**src/rtl/centroid_divider_if.sv**
```systemverilog
// Bundle carrying the moment snapshot from the accumulators into the centroid
// divider and the registered centroid result back out.
//   master : accumulator/overlay side; drives eof and the moments, receives results
//   slave  : divider side
// Signals: eof, m00[DEN_W], m10/m01[NUM_W] in; acc_clr, busy, valid, found,
//          x_c/y_c[OUT_W], ovr out.
interface centroid_divider_if #(
  parameter int unsigned NUM_W = 30,
  parameter int unsigned DEN_W = 20,
  parameter int unsigned OUT_W = 11
);
  logic             eof;
  logic [DEN_W-1:0] m00;
  logic [NUM_W-1:0] m10;
  logic [NUM_W-1:0] m01;
  logic             acc_clr;
  logic             busy;
  logic             valid;
  logic             found;
  logic [OUT_W-1:0] x_c;
  logic [OUT_W-1:0] y_c;
  logic             ovr;

  modport master (
    output eof, m00, m10, m01,
    input  acc_clr, busy, valid, found, x_c, y_c, ovr
  );

  modport slave (
    input  eof, m00, m10, m01,
    output acc_clr, busy, valid, found, x_c, y_c, ovr
  );
endinterface

```
**src/rtl/centroid_divider.sv**
```systemverilog
// Centroid divider: on eof snapshots m00/m10/m01, pulses acc_clr, then computes
// x_c = m10/m00 and y_c = m01/m00 with two restoring dividers (one quotient bit
// per clock) and presents the saturated result with a one-cycle valid pulse.
// Ports:
//   clk  : clock
//   rst  : synchronous active-high reset
//   bus  : centroid_divider_if.slave (eof, moments in; acc_clr, busy, valid,
//          found, x_c, y_c, ovr out)
// Build option: define CENTROID_ROUND_EN to round the quotient to nearest
// (ties up) instead of truncating; adds one iteration of latency.
module centroid_divider #(
  parameter int unsigned NUM_W = 30,
  parameter int unsigned DEN_W = 20,
  parameter int unsigned OUT_W = 11
) (
  input logic                clk,
  input logic                rst,
  centroid_divider_if.slave  bus
);

`ifdef CENTROID_ROUND_EN
  // One extra numerator bit so that adding floor(m00/2) cannot overflow.
  localparam int unsigned QW = NUM_W + 1;
`else
  localparam int unsigned QW = NUM_W;
`endif
  localparam int unsigned CntW = $clog2(QW);

  typedef enum logic [1:0] {StIdle, StDiv, StDone} state_e;

  state_e           state_q, state_d;
  logic [DEN_W-1:0] den_q, den_d;
  // Numerator shift registers; quotient bits shift in at the LSB, so after QW
  // steps they hold the quotient.
  logic [QW-1:0]    x_num_q, x_num_d;
  logic [QW-1:0]    y_num_q, y_num_d;
  // The partial remainder is always < divisor, so DEN_W bits store it; the
  // shifted value used for the compare is DEN_W+1 bits wide.
  logic [DEN_W-1:0] x_rem_q, x_rem_d;
  logic [DEN_W-1:0] y_rem_q, y_rem_d;
  logic [CntW-1:0]  cnt_q, cnt_d;
  logic             acc_clr_q, acc_clr_d;
  logic             busy_q, busy_d;
  logic             valid_q, valid_d;
  logic             found_q, found_d;
  logic [OUT_W-1:0] x_c_q, x_c_d;
  logic [OUT_W-1:0] y_c_q, y_c_d;
  logic             ovr_q, ovr_d;

  // One restoring-division step: returns {remainder, numerator/quotient}.
  function automatic logic [DEN_W+QW-1:0] div_step(input logic [DEN_W-1:0] rem,
                                                   input logic [QW-1:0]    num,
                                                   input logic [DEN_W-1:0] den);
    logic [DEN_W:0] sh;
    sh = {rem, num[QW-1]};
    if (sh >= {1'b0, den}) begin
      return {DEN_W'(sh - {1'b0, den}), num[QW-2:0], 1'b1};
    end else begin
      return {sh[DEN_W-1:0], num[QW-2:0], 1'b0};
    end
  endfunction

  function automatic logic [OUT_W-1:0] saturate(input logic [QW-1:0] q);
    if (|q[QW-1:OUT_W]) begin
      return '1;
    end else begin
      return q[OUT_W-1:0];
    end
  endfunction

  always_comb begin
    state_d   = state_q;
    den_d     = den_q;
    x_num_d   = x_num_q;
    y_num_d   = y_num_q;
    x_rem_d   = x_rem_q;
    y_rem_d   = y_rem_q;
    cnt_d     = cnt_q;
    acc_clr_d = 1'b0;
    busy_d    = busy_q;
    valid_d   = 1'b0;
    found_d   = found_q;
    x_c_d     = x_c_q;
    y_c_d     = y_c_q;
    ovr_d     = ovr_q;

    unique case (state_q)
      StIdle: begin
        if (bus.eof) begin
          den_d     = bus.m00;
`ifdef CENTROID_ROUND_EN
          x_num_d   = QW'(bus.m10) + QW'(bus.m00 >> 1);
          y_num_d   = QW'(bus.m01) + QW'(bus.m00 >> 1);
`else
          x_num_d   = bus.m10;
          y_num_d   = bus.m01;
`endif
          x_rem_d   = '0;
          y_rem_d   = '0;
          cnt_d     = CntW'(QW - 1);
          acc_clr_d = 1'b1;
          busy_d    = 1'b1;
          // Empty frame has nothing to divide; report straight away.
          state_d   = (bus.m00 == '0) ? StDone : StDiv;
        end
      end
      StDiv: begin
        {x_rem_d, x_num_d} = div_step(x_rem_q, x_num_q, den_q);
        {y_rem_d, y_num_d} = div_step(y_rem_q, y_num_q, den_q);
        cnt_d = cnt_q - 1'b1;
        if (cnt_q == '0) begin
          state_d = StDone;
        end
      end
      StDone: begin
        if (den_q != '0) begin
          x_c_d   = saturate(x_num_q);
          y_c_d   = saturate(y_num_q);
          found_d = 1'b1;
        end else begin
          found_d = 1'b0;
        end
        valid_d = 1'b1;
        busy_d  = 1'b0;
        state_d = StIdle;
      end
      default: state_d = StIdle;
    endcase

    // A frame ending while the previous one is still in flight is dropped.
    if (bus.eof && (state_q != StIdle)) begin
      ovr_d = 1'b1;
    end
  end

  always_ff @(posedge clk) begin
    if (rst) begin
      state_q   <= StIdle;
      den_q     <= '0;
      x_num_q   <= '0;
      y_num_q   <= '0;
      x_rem_q   <= '0;
      y_rem_q   <= '0;
      cnt_q     <= '0;
      acc_clr_q <= 1'b0;
      busy_q    <= 1'b0;
      valid_q   <= 1'b0;
      found_q   <= 1'b0;
      x_c_q     <= '0;
      y_c_q     <= '0;
      ovr_q     <= 1'b0;
    end else begin
      state_q   <= state_d;
      den_q     <= den_d;
      x_num_q   <= x_num_d;
      y_num_q   <= y_num_d;
      x_rem_q   <= x_rem_d;
      y_rem_q   <= y_rem_d;
      cnt_q     <= cnt_d;
      acc_clr_q <= acc_clr_d;
      busy_q    <= busy_d;
      valid_q   <= valid_d;
      found_q   <= found_d;
      x_c_q     <= x_c_d;
      y_c_q     <= y_c_d;
      ovr_q     <= ovr_d;
    end
  end

  assign bus.acc_clr = acc_clr_q;
  assign bus.busy    = busy_q;
  assign bus.valid   = valid_q;
  assign bus.found   = found_q;
  assign bus.x_c     = x_c_q;
  assign bus.y_c     = y_c_q;
  assign bus.ovr     = ovr_q;

endmodule

```
**src/flat_wrapper.sv**
```systemverilog
// flat-port wrapper written by rule: the top's interface ports become plain ports
module centroid_divider_flat 
#(
  parameter int unsigned NUM_W = 30,
  parameter int unsigned DEN_W = 20,
  parameter int unsigned OUT_W = 11
)
  (clk, rst, bus_eof, bus_m00, bus_m10, bus_m01, bus_acc_clr, bus_busy, bus_valid, bus_found, bus_x_c, bus_y_c, bus_ovr);
  centroid_divider_if #(.NUM_W(NUM_W), .DEN_W(DEN_W), .OUT_W(OUT_W)) bus_i ();
  input logic clk;
  input logic rst;
  input wire logic [$bits(bus_i.eof)-1:0] bus_eof;
  input wire logic [$bits(bus_i.m00)-1:0] bus_m00;
  input wire logic [$bits(bus_i.m10)-1:0] bus_m10;
  input wire logic [$bits(bus_i.m01)-1:0] bus_m01;
  output wire logic [$bits(bus_i.acc_clr)-1:0] bus_acc_clr;
  output wire logic [$bits(bus_i.busy)-1:0] bus_busy;
  output wire logic [$bits(bus_i.valid)-1:0] bus_valid;
  output wire logic [$bits(bus_i.found)-1:0] bus_found;
  output wire logic [$bits(bus_i.x_c)-1:0] bus_x_c;
  output wire logic [$bits(bus_i.y_c)-1:0] bus_y_c;
  output wire logic [$bits(bus_i.ovr)-1:0] bus_ovr;
  assign bus_i.eof = bus_eof;
  assign bus_i.m00 = bus_m00;
  assign bus_i.m10 = bus_m10;
  assign bus_i.m01 = bus_m01;
  assign bus_acc_clr = bus_i.acc_clr;
  assign bus_busy = bus_i.busy;
  assign bus_valid = bus_i.valid;
  assign bus_found = bus_i.found;
  assign bus_x_c = bus_i.x_c;
  assign bus_y_c = bus_i.y_c;
  assign bus_ovr = bus_i.ovr;
  centroid_divider #(.NUM_W(NUM_W), .DEN_W(DEN_W), .OUT_W(OUT_W)) u_core (.clk(clk), .rst(rst), .bus(bus_i));
endmodule
```
**config.mk**
```make
export PLATFORM = sky130hd
export DESIGN_NAME = centroid_divider_flat
export DESIGN_NICKNAME = d
export VERILOG_FILES = /design/src/rtl/centroid_divider_if.sv /design/src/rtl/centroid_divider.sv /design/src/flat_wrapper.sv
export SDC_FILE = /design/constraint.sdc
export NUM_CORES = 1
export LEC_CHECK = 0
export ABC_AREA = 0
export BUFFER_PORTS_ARGS = -buffer_cell sky130_fd_sc_hd__clkbuf_2
export CORE_UTILIZATION = 50
export DETAILED_ROUTE_END_ITERATION = 8
export PLACE_DENSITY = 0.79
export SETUP_SLACK_MARGIN = 0.5
export SYNTH_ARGS = -nofsm -noshare
export SYNTH_HDL_FRONTEND = slang
export SYNTH_SLANG_ARGS = --single-unit
```
**constraint.sdc**
```tcl
create_clock -name clk -period 3.4 [get_ports clk]
set_input_delay 0.68 -clock clk [delete_from_list [all_inputs] [get_ports clk]]
set_output_delay 0.68 -clock clk [all_outputs]
set_load 0.01 [all_outputs]
```
### Word level (Yosys, flattened, before mapping)

Cells that the tools add are included.

* flip-flop bits (word level): 154
* logic and storage cells: 62

* magnitude comparators: 2
* eq/ne operators: 4
* mux-type cells: 22
* reduce and logical (&&, ||, !) cells: 16
* bitwise gates (word level): 1
* add/sub/neg operators: 3

Operators with widths (number)
* case mux 30 bit (2 select lines): 2
* 2-to-1 mux 50 bit: 2
* case mux 20 bit (2 select lines): 2
* 2-to-1 mux 30 bit: 2
* greater-or-equal comparator 21 x 20 -> 1 bit: 2
* subtractor 20 bit: 2
* OR reduction 19 bit: 2
* 2-to-1 mux 11 bit: 2
* logical NOT 20 bit: 1
* 2-to-1 mux 20 bit: 1
* nonzero test 20 bit: 1
* case mux 5 bit (2 select lines): 1
* AND reduction 2 bit: 5
* 2-to-1 mux 2 bit: 3
* nonzero test 2 bit: 3
* logical NOT 5 bit: 1
* 2-to-1 mux 5 bit: 1
* subtractor 5 x 1 -> 5 bit (second input constant): 1
* 2-to-1 mux 1 bit: 4
* case mux 2 bit (2 select lines): 1
* equality test 2 x 1 -> 1 bit (second input constant): 1
* equality test 2 bit (second input constant): 1
* logical NOT 2 bit: 1
* != test 2 x 1 -> 1 bit (second input constant): 1
* other kinds (5): 5

### Logic depth before layout (Yosys ltp)

* depth in word-level cells: 4
* depth in mapped cells: 12
* depth with buffers taken out: 11

### Least setup slack after synthesis

OpenSTA, ideal clock, no wires.

* kind: register -> register
* start: register u_core.den_q[2]
* end: register u_core.x_rem_q[12]
* cell stages (with the launch flop): 11
* period minus slack after synthesis: 2.597 ns
* required time: 3.316 ns
* data arrival time: 2.513 ns
* slack: 0.803 ns
* buffers on the path: 0
* path through: dfxtp_1 inv_1 ha_1 nor2b_4 o31a_1 o31ai_4 a21oi_1 a311o_2 a2111oi_4 and4b_1 o31ai_2

* cells in the longest elaborated chain, start to end: 3
* elaborated cells on any way between the ends: 4
* classes of those cells: add/sub (1); order compare (1); mux (2)

Ends and longest elaborated chain
* start: declaration: line centroid_divider.sv:32 `logic [DEN_W-1:0] den_q, den_d;`
* start signal: assignment: line centroid_divider.sv:154 `den_q <= den_d;`
* subtractor 20 bit or greater-or-equal comparator 21 x 20 -> 1 bit (tied branches): line centroid_divider.sv:57, centroid_divider.sv:56
* 2-to-1 mux 50 bit (*): line centroid_divider.sv:56 `if (sh >= {1'b0, den}) begin`
* case mux 20 bit (2 select lines) (*): line centroid_divider.sv:87 `unique case (state_q)`
* end signal: assignment: line centroid_divider.sv:157 `x_rem_q <= x_rem_d;`
* end: declaration: line centroid_divider.sv:39 `logic [DEN_W-1:0] x_rem_q, x_rem_d;`

Every way passes the cells marked *; elsewhere a longest branch is shown, timed or not.
A chain may end at the register's enable or synchronous reset.

### Worst setup path in the final report

* start: register u_core.y_num_q[29]
* end: register u_core.y_rem_q[18]

* cells in the longest elaborated chain, start to end: 3
* elaborated cells on any way between the ends: 4
* classes of those cells: add/sub (1); order compare (1); mux (2)

Ends and longest elaborated chain
* start: declaration: line centroid_divider.sv:36 `logic [QW-1:0] y_num_q, y_num_d;`
* start signal: assignment: line centroid_divider.sv:156 `y_num_q <= y_num_d;`
* subtractor 20 bit or greater-or-equal comparator 21 x 20 -> 1 bit (tied branches): line centroid_divider.sv:57, centroid_divider.sv:56
* 2-to-1 mux 50 bit (*): line centroid_divider.sv:56
* case mux 20 bit (2 select lines) (*): line centroid_divider.sv:87
* end signal: assignment: line centroid_divider.sv:158 `y_rem_q <= y_rem_d;`
* end: declaration: line centroid_divider.sv:40 `logic [DEN_W-1:0] y_rem_q, y_rem_d;`

Marks and branches as above.

==> flow_metrics.env <==
export IMPL_required_ns=3.72
export IMPL_wirelength_um=23220
export IMPL_grt_start_max_net_pins=67
export IMPL_synth_enable_flop_cells=0
export IMPL_p_leak_nw=4.279
export IMPL_peakVddDrop_mv=0.7408
export IMPL_crit_family="compound AO/OA/AOI/OAI gates"
export IMPL_hold_viol_final=0
export IMPL_place_area_mm2=0.009255
export IMPL_coreArea_mm2=0.01664
export IMPL_crit_slowest_cell="dfxtp_1"
export IMPL_setup_violations=0
export IMPL_crit_top_cell="o21ai_0"
export IMPL_portBuffers=109
export IMPL_initial_core_util_pct=51.40
export IMPL_cts_root_buf="clkbuf_16"
export IMPL_drv_cap=0
export IMPL_dieWidth_um=132.8
export IMPL_ant_nets=0
export IMPL_synth_main_ff_cell="dfxtp_1"
export IMPL_path_class="reg -> reg"
export IMPL_grt_use_total_pct=26.20
export IMPL_synth_largest_area_cell="dfxtp_1"
export IMPL_rsz0062_at_grt="true"
export IMPL_synth_top_area_share_pct=36.04
export IMPL_grt_pass1_wl_um=37380
export IMPL_p_per_area_mw_per_mm2=1011
export IMPL_final_util_pct=60.06
export IMPL_arrival_ns=3.10
export IMPL_grt_overflow_total=0
export IMPL_antenna_found_initial=0
export IMPL_dieArea_mm2=0.01764
export IMPL_synth_most_common_cell="nor2_1"
export IMPL_wl_per_cell_um=16.04
export IMPL_drive_gt1_share_pct=15.81
export IMPL_htreeDepth=4
export IMPL_gp_congestion=0.8972
export IMPL_layout_nets=1342
export IMPL_min_delay_path_depth=2
export IMPL_r2r_end="u_core.y_rem_q[18]$_SDFFE_PP0P_"
export IMPL_routed_via_density=5.846
export IMPL_maxSlewHeadroom_pct=32.16
export IMPL_detailed_place_hpwl_um=16140
export IMPL_die_h_um=132.8
export IMPL_synthArstFlopShare_pct=0
export IMPL_holdPathEnd="u_core.bus.ovr$_SDFFE_PP0P_"
export IMPL_skew_ns=0.008347
export IMPL_rows=47
export IMPL_routed_via_count=8459
export IMPL_r2r_start="u_core.y_num_q[29]$_SDFFE_PP0P_"
export IMPL_ios=110
export IMPL_synth_distinct_cells=66
export IMPL_yosys_top_cells_area="dfxtp_1 36%, nor2_1 8.6%, o21ai_0 6.6%"
export IMPL_critPathLaunchType="register"
export IMPL_finalCriticalPeriod_ns=2.781
export IMPL_cts_buffers=17
export IMPL_r2r_cells=11
export IMPL_grt_pass1_vias=7620
export IMPL_drtIter0Drc=647
export IMPL_ys_warn_count=0
export IMPL_min_from="u_core.bus.ovr$_SDFFE_PP0P_"
export IMPL_synthesis_area_mm2=0.008554
export IMPL_antenna_cells=0
export IMPL_synth_common_cells="197 x nor2_1, 154 x dfxtp_1, 144 x nand2_1"
export IMPL_synth_nets=1259
export IMPL_hold_class="reg -> reg"
export IMPL_cts_buffer_depth=2
export IMPL_seq_area_frac_synth_pct=36.04
export IMPL_cp_max_fo=3
export IMPL_cp_slowest_stage_delay_ns=0.40
export IMPL_critical_path_cell_chain="inv_1 -> ha_1 -> fa_1 -> nor2b_1 -> o31a_1 -> o21ai_0 -> a21oi_2 -> a21boi_0 -> a221o_1 -> nor2_1 -> o21ai_0"
export IMPL_max_slew_worst_pin_slew_ns=1.015
export IMPL_ys_seq_elements=154
export IMPL_drtPass1Iterations=5
export IMPL_post_route_drc_count=0
export IMPL_final_area_mm2=0.009996
export IMPL_fin_setup_tns_ns=0
export IMPL_cts_clk_slew_worst_paths_ns=0.07
export IMPL_rrSetupSlack_ns=0.62
export IMPL_fin_crit_sh_pct=81.80
export IMPL_cp_num_buf_inv=1
export IMPL_cp_end_kind="register"
export IMPL_report_final_slew_viol_count=0
export IMPL_status="completed"
export IMPL_cts_tree="built"
export IMPL_clock_latency_ns=0.43
export IMPL_fmax_mhz=359.6
export IMPL_areaGrowthSynthToFinish_pct=16.85
export IMPL_synthCells=1132
export IMPL_syn_mean_instance_area_um2=7.557
export IMPL_cts_sinks=154
state kept, by name, indices dropped and copies added (netlist names):
signal,cells
u_core.bus.busy,1
u_core.x_num_q,30
u_core.y_num_q,30
u_core.bus.acc_clr,1
u_core.bus.x_c,11
u_core.cnt_q,5
u_core.x_rem_q,20
u_core.y_rem_q,20
u_core.bus.y_c,11
u_core.bus.valid,1
u_core.bus.ovr,1
u_core.state_q,2
u_core.den_q,20
u_core.bus.found,1
final cells by class:
cell class | count | area [µm²]
repair buffers | 133 | 728.2
clock inverters | 13 | 180.2
fillers | 1477 | 6646
inverters | 40 | 150.1
well taps | 220 | 275.3
multi-input cells | 869 | 5136
flip-flops and latches | 154 | 3087
clock buffers | 18 | 439.2
power breakdown:
part	switching [mW]	internal (mW)	leakage, nW
logic	3.21	2.49	2.72
registers	0.283	2.11	1.27
clock network	0.821	1.19	0.298
total	4.31	5.79	4.28
worst register-to-register path, delay by kind of cell, from the launching register on:
kind | cells | cell delay [ns]
flops | 1 | 0.40
compound gates | 6 | 1.26
simple gates | 2 | 0.29
fa+ha+maj | 2 | 0.63
buf+inv | 1 | 0.09
through the flow:
stage | hold slack, ns | setup WS [ns] | cells | total power, mW
floorplan | 0.4392 | 0.8028 | 1132 | 6.457
global placement | 0.4405 | 0.6428 | 1409 | 7.579
detailed placement | 0.4409 | 0.5596 | 1409 | 7.660
CTS | 0.4509 | 0.5467 | 1440 | 9.696
global route | 0.4716 | 0.4706 | 1447 | 10.77
finish | 0.4479 | 0.6188 | 1447 | 10.10
layer usage:
metal	global-route usage (%)	routed length [µm]	vias to the layer above
met1	34.13	10410	3961
met5	0	0	-
met2	42.23	10860	270
met3	5.479	1280	42
li1	-	-	4186
met4	10.41	659	0
worst max-delay path by stage:
| stage | start | to | slack [ns] | cells after the start |
|---|---|---|---|---|
| finish | u_core.y_num_q[29]$_SDFFE_PP0P_ | u_core.y_rem_q[18]$_SDFFE_PP0P_ | 0.62 | 11 |
| global route | u_core.den_q[3]$_SDFFE_PP0P_ | u_core.x_rem_q[12]$_SDFFE_PP0P_ | 0.47 | 10 |
| CTS | u_core.den_q[10]$_SDFFE_PP0P_ | u_core.x_num_q[0]$_SDFFE_PP0P_ | 0.55 | 11 |
| detailed placement | u_core.den_q[2]$_SDFFE_PP0P_ | u_core.x_rem_q[12]$_SDFFE_PP0P_ | 0.56 | 10 |
| global placement | u_core.x_num_q[29]$_SDFFE_PP0P_ | u_core.x_rem_q[12]$_SDFFE_PP0P_ | 0.64 | 11 |
| floorplan | u_core.den_q[2]$_SDFFE_PP0P_ | u_core.x_rem_q[12]$_SDFFE_PP0P_ | 0.80 | 10 |
placed cells by master (no fill, tap or decap), types with 8 or more instances in the layout:
| cell | n |
|---|---|
| nor4_1 | 22 |
| clkbuf_16 | 17 |
| inv_1 | 38 |
| a21o_1 | 15 |
| o21a_1 | 8 |
| a32oi_1 | 13 |
| xnor2_1 | 15 |
| buf_4 | 25 |
| nor3_1 | 34 |
| mux2i_1 | 19 |
| nand2_1 | 144 |
| a21oi_1 | 59 |
| xor2_1 | 14 |
| ha_1 | 40 |
| a211oi_1 | 59 |
| nand4_1 | 8 |
| nor2b_1 | 8 |
| nor2_1 | 194 |
| dfxtp_1 | 151 |
| clkbuf_2 | 108 |
| nand3_1 | 11 |
| o21ai_0 | 111 |
cells by family after synthesis:
family	count (synthesis)	synth area share [%]
buf+inv	109	4.944
xor+xnor	29	2.969
simple gates	451	22.63
flops	154	36.04
mux	19	2.223
fa+ha+maj	44	6.611
compound gates	326	24.59
what timing repair did:
item	CTS	global route
buffers inserted	0	7
resized for setup	0	16
hold buffers	0	0
endpoints found under the hold margin	0	0
endpoints found under the setup margin	0	22
No activity file was read; power rests on OpenSTA's default activity.
